<file path="src/rtl/enum_code_sequencer.sv">
// rtl/enum_code_sequencer.sv - steps enum-coded words onto a valid/ready output with programmable hold
package pkg1;
  typedef enum logic [4:0] {
    FIRST  = 5'h07,
    SECOND = 5'h1C
  } enum1;
endpackage

package pkg2;
  typedef enum logic [5:0] {
    THIRD  = 6'h07,
    FOURTH = 6'h38
  } enum1;
endpackage

package pkg3;
  typedef enum logic [6:0] {
    FIFTH = 7'h1C,
    SIXTH = 7'h63
  } enum2;
endpackage

module enum_code_sequencer #(
  parameter int NUM_STEPS   = 4,
  parameter int HOLD_CYCLES = 2,
  parameter int STEP_W      = (NUM_STEPS > 2) ? $clog2(NUM_STEPS) : 1
) (
  input  logic              clk,
  input  logic              rst,
  input  logic              start,
  input  logic              abort,
  input  logic              out_ready,
  output logic              out_valid,
  output logic [4:0]        var1,
  output logic [5:0]        var2,
  output logic [6:0]        var3,
  output logic [7:0]        var4,
  output logic [STEP_W-1:0] step,
  output logic              busy,
  output logic              done
);
  import pkg3::*;

  localparam int CNT_W = (HOLD_CYCLES > 1) ? $clog2(HOLD_CYCLES) : 1;
  localparam logic [STEP_W-1:0] LAST_STEP   = STEP_W'(NUM_STEPS - 1);
  localparam logic [CNT_W-1:0]  HOLD_RELOAD = CNT_W'(HOLD_CYCLES - 1);

  typedef enum logic [7:0] {
    SEVENTH = 8'h5A,
    EIGHTH  = 8'hD3
  } enum3;

  typedef enum logic [1:0] {
    IDLE,
    HOLD,
    EMIT,
    DONE
  } state_t;

  state_t      state_q, state_d;
  logic [CNT_W-1:0]  cnt_q, cnt_d;
  logic [STEP_W-1:0] step_q, step_d;
  logic [STEP_W-1:0] step_nx;
  pkg1::enum1  var1_q, var1_d;
  pkg2::enum1  var2_q, var2_d;
  enum2        var3_q, var3_d;
  enum3        var4_q, var4_d;
  logic        valid_q, valid_d;
  logic        busy_q, busy_d;
  logic        done_q, done_d;
  logic        load_codes;
  logic        load_odd;

  assign step_nx = step_q + STEP_W'(1);

  // Next-state, next-output and code-table selection; every output is taken from a register
  always_comb begin
    state_d    = state_q;
    cnt_d      = cnt_q;
    step_d     = step_q;
    valid_d    = valid_q;
    busy_d     = busy_q;
    done_d     = 1'b0;
    load_codes = 1'b0;
    load_odd   = 1'b0;
    var1_d     = var1_q;
    var2_d     = var2_q;
    var3_d     = var3_q;
    var4_d     = var4_q;

    case (state_q)
      IDLE: begin
        if (start) begin
          state_d    = HOLD;
          step_d     = '0;
          cnt_d      = HOLD_RELOAD;
          busy_d     = 1'b1;
          load_codes = 1'b1;
        end
      end
      HOLD: begin
        if (abort) begin
          state_d = IDLE;
          valid_d = 1'b0;
          busy_d  = 1'b0;
          step_d  = '0;
        end else if (cnt_q != '0) begin
          cnt_d = cnt_q - CNT_W'(1);
        end else begin
          state_d = EMIT;
          valid_d = 1'b1;
        end
      end
      EMIT: begin
        // Abort takes priority, so a coincident handshake is dropped
        if (abort) begin
          state_d = IDLE;
          valid_d = 1'b0;
          busy_d  = 1'b0;
          step_d  = '0;
        end else if (out_ready) begin
          valid_d = 1'b0;
          if (step_q == LAST_STEP) begin
            state_d = DONE;
            busy_d  = 1'b0;
            done_d  = 1'b1;
          end else begin
            state_d    = HOLD;
            step_d     = step_nx;
            cnt_d      = HOLD_RELOAD;
            load_codes = 1'b1;
            load_odd   = step_nx[0];
          end
        end
      end
      DONE: begin
        state_d = IDLE;
      end
      default: begin
        state_d = IDLE;
        valid_d = 1'b0;
        busy_d  = 1'b0;
      end
    endcase

    if (load_codes) begin
      var1_d = load_odd ? pkg1::SECOND : pkg1::FIRST;
      var2_d = load_odd ? pkg2::FOURTH : pkg2::THIRD;
      var3_d = load_odd ? SIXTH : FIFTH;
      var4_d = load_odd ? EIGHTH : SEVENTH;
    end
  end

  // State and output registers; reset leaves the even-step codes on the outputs
  always_ff @(posedge clk) begin
    if (rst) begin
      state_q <= IDLE;
      cnt_q   <= '0;
      step_q  <= '0;
      valid_q <= 1'b0;
      busy_q  <= 1'b0;
      done_q  <= 1'b0;
      var1_q  <= pkg1::FIRST;
      var2_q  <= pkg2::THIRD;
      var3_q  <= FIFTH;
      var4_q  <= SEVENTH;
    end else begin
      state_q <= state_d;
      cnt_q   <= cnt_d;
      step_q  <= step_d;
      valid_q <= valid_d;
      busy_q  <= busy_d;
      done_q  <= done_d;
      var1_q  <= var1_d;
      var2_q  <= var2_d;
      var3_q  <= var3_d;
      var4_q  <= var4_d;
    end
  end

  assign out_valid = valid_q;
  assign busy      = busy_q;
  assign done      = done_q;
  assign step      = step_q;
  assign var1      = var1_q;
  assign var2      = var2_q;
  assign var3      = var3_q;
  assign var4      = var4_q;

endmodule

</file>
<file path="config.mk">
export PLATFORM = sky130hd
export DESIGN_NAME = enum_code_sequencer
export DESIGN_NICKNAME = d
export VERILOG_FILES = /design/src/rtl/enum_code_sequencer.sv
export SDC_FILE = /design/constraint.sdc
export NUM_CORES = 1
export LEC_CHECK = 0
export ABC_AREA = 1
export BUFFER_PORTS_ARGS = -buffer_cell sky130_fd_sc_hd__buf_2
export CORE_UTILIZATION = 52
export CTS_BUF_LIST = sky130_fd_sc_hd__clkbuf_2
export DETAILED_ROUTE_END_ITERATION = 6
export HOLD_SLACK_MARGIN = 0.02
export PLACE_DENSITY_LB_ADDON = 0.08
export SYNTH_ARGS = -nofsm -noshare
export SYNTH_HDL_FRONTEND = slang
export SYNTH_SLANG_ARGS = --single-unit
</file>
<file path="constraint.sdc">
create_clock -name clk -period 2.25 [get_ports clk]
set_input_delay 0.3375 -clock clk [delete_from_list [all_inputs] [get_ports clk]]
set_output_delay 0.3375 -clock clk [all_outputs]
set_load 0.005 [all_outputs]
</file>
==> impl_results.md <==
- Total chip power: approximately 0.8 mW
- Worst-path clk slew: ~0.11 ns
- PortBufs: 29
- Share of the clock period used by the worst path: roughly 63%
- IO Count: 36
- Final routed wirelength across all metal layers: approximately 1500 um
- Post-cts repair resize count: 0
- Power per cell area: ~930 nW/um^2
- Biggest fanout along the worst timing path: 4
- VDD IR max: approximately 0.42 mV
- RSZ-0062 raised after global routing: false
- Max_cap viols: 0
- Synth async-reset ratio: 0%
- Initial cell density of the core: roughly 56%
- Largest net degree at the start of global routing: 13
- Post-Syn Instances: between 100 and 150
- Number of clock sinks seen by CTS: 10
- Width of the die: 42.2 um
- Post-place instance area: between 800 and 900 sq um
- Std-Cell Rows: 14
- Hpwl dp: ~1200 um
- Tot GR Track Use: around 17%
- Cell count after placement: ~150
- Share of cells above drive strength 1: between 20% and 30%
- Number of CTS-inserted buffers: 3
- Type of the worst setup path: flip-flop to flip-flop
- Most used flip-flop cell after synthesis: dfxtp_1
- Final weighted congestion of routability-driven global placement: roughly 0.9
- Post-DRT Antenna Nets: 0
- F_max: ~0.71 GHz
- Number of remaining DRC errors: 0
- Vertical die dimension: approximately 42 um
- Slew Limit Fails: 0
- # nets final: 152
- Count of endpoints failing hold in the final timing report: 0
- Via Count: between 700 and 800
- First-pass GRT wire length: approximately 2400 um
- Area of the mapped netlist: around 840 sq um
- CTS tree: yes
- Drt wl/cell: between 9 and 10 um
- H-Tree Level Count: 1
- Layout Cells excl Fill: ~160
- Outcome: complete, no violations
- Data arrival time of the worst path: between 1.5 and 2 ns
- Leakage: between 0.4 and 0.5 nW
- Initial antenna violation count: 0
- Seq/Total Area, Yosys: between 20% and 30%
- Worst Skew: roughly 0.012 ns
- Number of iterations in the first detailed-routing pass: 4
- Tmin final: about 1.4 ns
- Crit. End Element: flip-flop
- Clock root buffer: clkbuf_2
- Antenna fix cells: 0
- Worst-case clock buffer depth: 2
- Post-CTS Repair Setup Buffers: 0
- Insertion delay to the later sink of the worst-skew pair: around 0.26 ns
- Layout overhead on the synthesized area: 2.23%
- Total of warnings raised by yosys: 0
- Setup total negative slack: 0 ns
- Data required time of the critical path: 2.41 ns
- Detailed-route vias per instance: about 4.9
- Die Footprint: about 1800 sq um
- Worst min path class: input port to flip-flop
- Worst setup SP type: flip-flop
- Aggregate global routing overflow: 0
- Drt initial violations: 28
- Avg Cell Area, Syn: about 6.7 sq um
- Post-CTS Hold Fix Bufs: 0
- Number of unique standard cell types used by synthesis: 21
- EDFF count, synth: 0
- Vias in the first global route: 573
- Cell area after layout: 861 sq um
- CORE AREA: roughly 1500 sq um
- Setup violators final: 0
- Post-synthesis register bit count: 10
critical path: stages (launching register included):
cell,delay [ns]
dfxtp_1,0.40
inv_1,0.12
ha_1,0.22
nand2_1,0.16
nand2_2,0.09
nor2_1,0.13
nand3_1,0.08
nand2_1,0.07
nor2_1,0.04
routing by layer:
| layer | vias to the layer above | GRT usage (%) | part of all wire [%] |
|---|---|---|---|
| li1 | 390 | - | - |
| met1 | 315 | 22.3 | 48 |
| met2 | 46 | 26.5 | 41 |
| met3 | 7 | 3.02 | 8.3 |
| met4 | 0 | 11.3 | 2.9 |
| met5 | - | 0 | 0 |
sequential cells by signal (all words and copies together), names as in the netlist:
signal,count
busy,1
cnt_q,1
done,1
out_valid,1
state_q,2
step,2
var2,1
var3,1
per-stage QoR:
step | worst slack [ns] | hold slack, ns | utilization, %
2_1_floorplan | 0.966 | 0.415 | -
3_3_place_gp | 0.866 | 0.465 | 55.9
3_5_place_dp | 0.859 | 0.474 | 55.9
4_1_cts | 0.846 | 0.231 | 57.1
5_1_grt | 0.717 | 0.234 | 57.1
6_report | 0.838 | 0.238 | 57.1
where the power goes:
group / total, mW / internal [mW] / switching [mW] / leakage [nW]
clock: 0.103 / 0.0386 / 0.0641 / 0.0140
combinational: 0.432 / 0.192 / 0.240 / 0.388
sequential: 0.269 / 0.226 / 0.0432 / 0.0825
total: 0.803 / 0.456 / 0.347 / 0.485
area by class of cell:
| cell class | count | area [sq um] |
|---|---|---|
| fill | 147 | 646 |
| multi-input combinational | 84 | 432 |
| sequential | 10 | 200 |
| timing repair buffer | 29 | 145 |
| inverter | 12 | 45.0 |
| tap | 16 | 20.0 |
| clock buffer | 3 | 15.0 |
| clock inverter | 1 | 3.75 |
cells by family (layout without fill, tap and decap cells):
logic type | after synthesis | in the layout | share of synthesized area, %
simple gates | 64 | 64 | 33.6
buf+inv | 36 | 45 | 26.7
flops | 10 | 10 | 23.8
fa+ha+maj | 7 | 7 | 10.4
compound gates | 7 | 7 | 4.61
other cells | 2 | 6 | 0.892
cells in the mapped netlist (2+ instances only):
cell type,n,share of area [%]
conb_1,2,0.89
dfxtp_1,10,24
ha_1,7,10
nor2_1,23,10
nor2_2,2,1.5
inv_1,10,4.5
nand2_2,2,1.5
nand2_1,20,8.9
buf_4,24,21
a21oi_1,5,3.0
nand3_1,11,6.5
placed cells by master (no fill, tap or decap), types with 2 or more instances in the layout:
master and n:
buf_2 29, conb_1 6, nor2_1 23, nand3_1 11, inv_1 10, nor2_2 2
nand2_2 2, clkinv_1 2, nand2_1 20, clkbuf_2 3, ha_1 7, dfxtp_1 10
a21oi_1 5
worst paths after layout:
path | from | to | slack (ns) | depth (start not counted)
worst max-delay path | state_q[1] | step[0] | 0.84 | 8
worst min-delay path | rst | done | 0.24 | 2
worst max register to register | state_q[1] | step[0] | 0.84 | 8
worst min register to register | busy | busy | 0.50 | 2
No activity file was read; power rests on OpenSTA's default activity.
